File: config.mk
export PLATFORM = sky130hd
export DESIGN_NAME = stack_unit_flat
export DESIGN_NICKNAME = d
export VERILOG_FILES = /design/src/rtl/cpu_pkg.sv /design/src/rtl/stack_unit_if.sv /design/src/rtl/stack_unit_regfile.sv /design/src/rtl/stack_unit.sv /design/src/flat_wrapper.sv
export SDC_FILE = /design/constraint.sdc
export NUM_CORES = 1
export LEC_CHECK = 0
export BUFFER_PORTS_ARGS = -buffer_cell sky130_fd_sc_hd__clkbuf_2
export CORE_MARGIN = 3
export CORE_UTILIZATION = 30
export DETAILED_ROUTE_END_ITERATION = 7
export GPL_TIMING_DRIVEN = 0
export PLACE_DENSITY_LB_ADDON = 0.05
export SYNTH_ARGS = -nofsm -noshare
export SYNTH_HDL_FRONTEND = slang
export SYNTH_SLANG_ARGS = --single-unit
File: constraint.sdc
create_clock -name clk -period 5.6 [get_ports clk]
set_clock_uncertainty 0.15 [all_clocks]
set_input_delay 0.56 -clock clk [delete_from_list [all_inputs] [get_ports clk]]
set_output_delay 0.56 -clock clk [all_outputs]
set_load 0.01 [all_outputs]
File: src/rtl/cpu_pkg.sv
// Shared CPU constants and the operand-stack command decode.
package cpu_pkg;

   localparam int WORD_W      = 8;
   localparam int STACK_DEPTH = 8;

   typedef enum logic [2:0] {
      OP_NONE,
      OP_PUSH,
      OP_POP,
      OP_TOS,
      OP_REPL
   } stack_op_e;

   // push&pop replaces the top; tos only counts when alone
   function automatic stack_op_e decode_op(
      input logic push,
      input logic pop,
      input logic tos
   );
      stack_op_e op;
      op = OP_NONE;
      unique case (1'b1)
         push & pop:          op = OP_REPL;
         push & ~pop:         op = OP_PUSH;
         pop & ~push:         op = OP_POP;
         tos & ~push & ~pop:  op = OP_TOS;
         default:             op = OP_NONE;
      endcase
      return op;
   endfunction

endpackage

File: src/rtl/stack_unit_if.sv
// Command/result bundle between the multicycle controller,
// the data path and the operand stack.
interface stack_unit_if #(
   parameter int WIDTH = 8,
   parameter int DEPTH = 8
);
   localparam int CW = $clog2(DEPTH) + 1;

   logic             push;
   logic             pop;
   logic             tos;
   logic             clr_err;
   logic [WIDTH-1:0] din;
   logic [WIDTH-1:0] dout;
   logic [CW-1:0]    count;
   logic             empty;
   logic             full;
   logic             err_ovf;
   logic             err_unf;

   modport master (
      output push, pop, tos, din, clr_err,
      input  dout, count, empty, full, err_ovf, err_unf
   );

   modport slave (
      input  push, pop, tos, din, clr_err,
      output dout, count, empty, full, err_ovf, err_unf
   );

endinterface

File: src/rtl/stack_unit_regfile.sv
// Stack storage: one synchronous write port, one
// asynchronous read port, contents not reset.
module stack_regfile #(
   parameter int WIDTH = 8,
   parameter int DEPTH = 8,
   parameter int AW    = $clog2(DEPTH)
) (
   input  logic             clk,
   input  logic             we,
   input  logic [AW-1:0]    waddr,
   input  logic [WIDTH-1:0] wdata,
   input  logic [AW-1:0]    raddr,
   output logic [WIDTH-1:0] rdata
);

   logic [WIDTH-1:0] mem [DEPTH];

   always_ff @(posedge clk) begin
      if (we) mem[waddr] <= wdata;
   end

   assign rdata = mem[raddr];

endmodule

File: src/rtl/stack_unit.sv
// LIFO operand stack: pointer, command decode, registered
// result word and sticky error flags.
module stack_unit
   import cpu_pkg::*;
#(
   parameter int WIDTH = WORD_W,
   parameter int DEPTH = STACK_DEPTH
) (
   input  logic        clk,
   input  logic        rst,
   stack_unit_if.slave bus
);

   localparam int AW = $clog2(DEPTH);
   localparam int CW = AW + 1;

   logic [CW-1:0]    sp_q, sp_d;
   logic [WIDTH-1:0] dout_q, dout_d;
   logic             ovf_q, ovf_d;
   logic             unf_q, unf_d;

   logic             empty, full;
   logic [AW-1:0]    top_a;
   logic             we;
   logic [AW-1:0]    waddr;
   logic [WIDTH-1:0] rdata;
   stack_op_e        op;

   assign empty = (sp_q == '0);
   assign full  = (sp_q == CW'(DEPTH));
   // low bits of sp-1 stay correct at sp==DEPTH
   assign top_a = sp_q[AW-1:0] - AW'(1);
   assign op    = decode_op(bus.push, bus.pop, bus.tos);

   stack_regfile #(
      .WIDTH (WIDTH),
      .DEPTH (DEPTH),
      .AW    (AW)
   ) u_rf (
      .clk   (clk),
      .we    (we),
      .waddr (waddr),
      .wdata (bus.din),
      .raddr (top_a),
      .rdata (rdata)
   );

   always_comb begin
      sp_d   = sp_q;
      dout_d = dout_q;
      ovf_d  = ovf_q & ~bus.clr_err;
      unf_d  = unf_q & ~bus.clr_err;
      we     = 1'b0;
      waddr  = sp_q[AW-1:0];
      unique case (op)
         OP_REPL: begin
            if (empty) begin
               unf_d = 1'b1;
            end else begin
               dout_d = rdata;
               we     = 1'b1;
               waddr  = top_a;
            end
         end
         OP_PUSH: begin
            if (full) begin
               ovf_d = 1'b1;
            end else begin
               we   = 1'b1;
               sp_d = sp_q + CW'(1);
            end
         end
         OP_POP: begin
            if (empty) begin
               unf_d = 1'b1;
            end else begin
               dout_d = rdata;
               sp_d   = sp_q - CW'(1);
            end
         end
         OP_TOS: begin
            if (empty) unf_d  = 1'b1;
            else       dout_d = rdata;
         end
         default: ;
      endcase
   end

   always_ff @(posedge clk or negedge rst) begin
      if (!rst) begin
         sp_q   <= '0;
         dout_q <= '0;
         ovf_q  <= 1'b0;
         unf_q  <= 1'b0;
      end else begin
         sp_q   <= sp_d;
         dout_q <= dout_d;
         ovf_q  <= ovf_d;
         unf_q  <= unf_d;
      end
   end

   assign bus.dout    = dout_q;
   assign bus.count   = sp_q;
   assign bus.empty   = empty;
   assign bus.full    = full;
   assign bus.err_ovf = ovf_q;
   assign bus.err_unf = unf_q;

endmodule

File: src/flat_wrapper.sv
// flat-port wrapper written by rule: the top's interface ports become plain ports
module stack_unit_flat import cpu_pkg::*;
#(
   parameter int WIDTH = WORD_W,
   parameter int DEPTH = STACK_DEPTH
)
  (clk, rst, bus_push, bus_pop, bus_tos, bus_din, bus_clr_err, bus_dout, bus_count, bus_empty, bus_full, bus_err_ovf, bus_err_unf);
  stack_unit_if #(.WIDTH(WIDTH), .DEPTH(DEPTH)) bus_i ();
  input  logic clk;
  input  logic rst;
  input wire logic [$bits(bus_i.push)-1:0] bus_push;
  input wire logic [$bits(bus_i.pop)-1:0] bus_pop;
  input wire logic [$bits(bus_i.tos)-1:0] bus_tos;
  input wire logic [$bits(bus_i.din)-1:0] bus_din;
  input wire logic [$bits(bus_i.clr_err)-1:0] bus_clr_err;
  output wire logic [$bits(bus_i.dout)-1:0] bus_dout;
  output wire logic [$bits(bus_i.count)-1:0] bus_count;
  output wire logic [$bits(bus_i.empty)-1:0] bus_empty;
  output wire logic [$bits(bus_i.full)-1:0] bus_full;
  output wire logic [$bits(bus_i.err_ovf)-1:0] bus_err_ovf;
  output wire logic [$bits(bus_i.err_unf)-1:0] bus_err_unf;
  assign bus_i.push = bus_push;
  assign bus_i.pop = bus_pop;
  assign bus_i.tos = bus_tos;
  assign bus_i.din = bus_din;
  assign bus_i.clr_err = bus_clr_err;
  assign bus_dout = bus_i.dout;
  assign bus_count = bus_i.count;
  assign bus_empty = bus_i.empty;
  assign bus_full = bus_i.full;
  assign bus_err_ovf = bus_i.err_ovf;
  assign bus_err_unf = bus_i.err_unf;
  stack_unit #(.WIDTH(WIDTH), .DEPTH(DEPTH)) u_core (.clk(clk), .rst(rst), .bus(bus_i));
endmodule
==> results.sh <==
export IMPL_status="finished, final reports clean"
export IMPL_drc=0
export IMPL_final_util_pct=36.4
export IMPL_maxCapViolCount=0
export IMPL_drt_total_wl_um=7010
export IMPL_met3_length_um=320
export IMPL_syn_nets=212
export IMPL_period_share_pct=60.7
export IMPL_finalNonFillerCells=374
export IMPL_die_y_um=111
export IMPL_clock_path_buffers=2
export IMPL_required_ns=5.42
export IMPL_ys_warn_count=0
export IMPL_startpoint_type="register"
export IMPL_cts_sinks=78
export IMPL_clk_pin_slew_ns=0.08
export IMPL_htreeDepth=3
export IMPL_power_mw=2.06
export IMPL_period_needed_ns=3.40
export IMPL_initial_utilization_pct=31.5
export IMPL_ir_worst_vdd_mv=0.174
export IMPL_via_per_inst=4.73
export IMPL_place_inst=357
export IMPL_dpl_hpwl_um=4670
export IMPL_wl_met1_um=3240
export IMPL_hold_class="primary input to register"
export IMPL_finalSetupViolCount=0
export IMPL_ys_types=41
export IMPL_drive_gt1_share_pct=32.8
export IMPL_synthTopCellsByArea="edfxtp_1 58%, mux4_2 11%, dfrtp_1 11%, mux2i_1 2.4%, ha_1 2.3%"
export IMPL_worstSkewPairLatency_ns=0.35
export IMPL_ys_flop_type="edfxtp_1"
export IMPL_tns_ns=0
export IMPL_leakagePower_nw=1.38
export IMPL_cts_tree="built"
export IMPL_core_region_area_um2=10600
export IMPL_slew_violations=0
export IMPL_vias=1770
export IMPL_worst_path_largest_cell_delay_ns=0.82
export IMPL_synthToLayoutAreaGrowth_pct=15.7
export IMPL_crit_slowest_cell="nor2_1"
export IMPL_antenna_found_initial=0
export IMPL_ios=30
export IMPL_clock_fmax_mhz=294
export IMPL_synth_edf_count=64
export IMPL_worstSetupPathType="register to register"
export IMPL_synthCells=192
export IMPL_synthArstFlopShare_pct=17.9
export IMPL_synth_seq_cells=78
export IMPL_path_cells="buf_4 > inv_1 > ha_1 > xor2_4 > and2_4 > a31oi_1 > nor2_1"
export IMPL_fin_nets=253
export IMPL_clockRootBuffer="clkbuf_8"
export IMPL_ys_seq_area_share_pct=68.4
export IMPL_first_pass_iters=4
export IMPL_numCtsBuffers=9
export IMPL_postCtsSetupBuffers=0
export IMPL_yosys_area_top_type="edfxtp_1"
export IMPL_hold_viol_final=0
export IMPL_yosysTopAreaCellShare_pct=57.8
export IMPL_n_antenna_cell=0
export IMPL_grt_pass1_wl_um=10700
export IMPL_grt_total_usage_pct=12.0
export IMPL_end_kind="register"
export IMPL_die_x_um=111
export IMPL_avgSynthCellArea_um2=17.3
export IMPL_drtIter0Drc=117
export IMPL_wl_met2_um=3290
export IMPL_rsz0062_at_grt="no"
export IMPL_critPathMaxFanout=10
export IMPL_fp_dieArea_um2=12400
export IMPL_max_slew_margin_pct=29.9
export IMPL_first_global_vias=1860
export IMPL_worst_pin_slew_ns=1.05
export IMPL_port_buffers=29
export IMPL_ant_nets=0
export IMPL_netlist_area_um2=3320
export IMPL_overflow=0
export IMPL_wire_per_inst_um=18.7
export IMPL_setup_slack_ns=2.20
export IMPL_grt_max_degree=15
export IMPL_cp_arrival_ns=3.22
export IMPL_std_cell_rows=37
export IMPL_dp_slack_ns=2.09
export IMPL_p_per_area_nw_per_um2=536
export IMPL_gp_congestion=0.867
export IMPL_routed_top_layer="met4"
[area by class of cell]
| class | instances | area [um2] |
|---|---|---|
| timing repair buffer | 30 | 155 |
| tap | 136 | 170 |
| clock inverter | 6 | 70.1 |
| multi-input combinational | 99 | 975 |
| clock buffer | 10 | 128 |
| inverter | 8 | 31.3 |
| sequential | 78 | 2270 |
| fill | 1018 | 6710 |
| buffer | 7 | 45.0 |
[path summary, 6_finish.rpt]
kind	cells past startpoint	slack, ns	startpoint	to
worst max register to register	7	2.20	u_core.bus.count[0]	u_core.u_rf.mem[4][7]
worst min register to register	2	0.33	u_core.bus.dout[6]	u_core.bus.dout[6]
worst min-delay path	3	0.32	bus_clr_err	u_core.bus.err_unf
max in group asynchronous	2	4.52	rst	u_core.bus.count[1]
worst max-delay path	7	2.20	u_core.bus.count[0]	u_core.u_rf.mem[4][7]
min in group asynchronous	2	0.50	rst	u_core.bus.dout[0]
[cell families after synthesis]
| family | synth area share (%) |
|---|---|
| flops | 68.4 |
| simple gates | 4.97 |
| compound gates | 6.63 |
| mux | 13.6 |
| buf+inv | 2.30 |
| fa+ha+maj | 2.26 |
| xor+xnor | 1.88 |
[report_power, final]
group | switching, mW | internal (mW) | leakage (nW) | total [mW]
Clock | 0.219 | 0.209 | 0.0895 | 0.428
Sequential | 0.0473 | 0.745 | 0.752 | 0.792
Combinational | 0.478 | 0.364 | 0.537 | 0.842
Total | 0.744 | 1.32 | 1.38 | 2.06
[metrics by stage]
stage,instance area (um2),hold slack [ns]
2_1_floorplan,3320,0.114
5_1_grt,3850,0.314
4_1_cts,3850,0.298
6_report,3850,0.319
3_5_place_dp,3640,0.321
3_3_place_gp,3640,0.314
[per-layer routing]
layer  vias to the layer above  track usage [%]
met1                       882             15.7
met2                        45             18.3
met3                        17             3.06
met4                         0             6.49
met5                         -                0
li1                        826                -
[flip-flops by register name (all words and copies together) (netlist names)]
| register | cells |
|---|---|
| u_core.u_rf.mem | 64 |
| u_core.bus.count | 4 |
| u_core.bus.dout | 8 |
| u_core.bus.err_ovf | 1 |
| u_core.bus.err_unf | 1 |
[critical path: cells and delay by family (launching register included)]
kind | cells | cell delay (ns)
and+or+nand+nor | 2 | 1.05
xor gates and xnor gates | 1 | 0.48
buffers and inverters | 2 | 0.44
DFF | 1 | 0.43
adders and majority gates | 1 | 0.35
AOI/OAI and AO/OA | 1 | 0.11
[timing repair]
action                                 in CTS  in global routing
gates resized for setup                     0                  0
setup endpoints to repair                   0                  0
endpoints found under the hold margin      14                  0
hold buffers                                1                  0
[Yosys cell counts (all sizes together) (3+ instances only)]
cell	count
a21oi	4
nor2	11
inv	7
xnor2	3
mux2i	8
ha	6
buf	6
o21ai	14
a31oi	4
mux4	16
nand2	11
dfrtp	14
edfxtp	64
[cell usage in the layout, fill, tap and decap left out, types with 3 or more instances in the layout]
cell / netlist / routed
mux4_2: 16 / 16
o21ai_0: 11 / 11
dfrtp_1: 14 / 14
nand2_1: 11 / 11
clkbuf_8: 0 / 9
nor2_1: 11 / 11
buf_2: 3 / 3
clkinvlp_4: 0 / 3
a21oi_1: 4 / 4
ha_1: 6 / 6
edfxtp_1: 64 / 64
xnor2_1: 3 / 3
inv_1: 7 / 7
clkbuf_2: 0 / 29
mux2i_1: 8 / 8
Note: power is estimated with default switching activity, not from simulation.
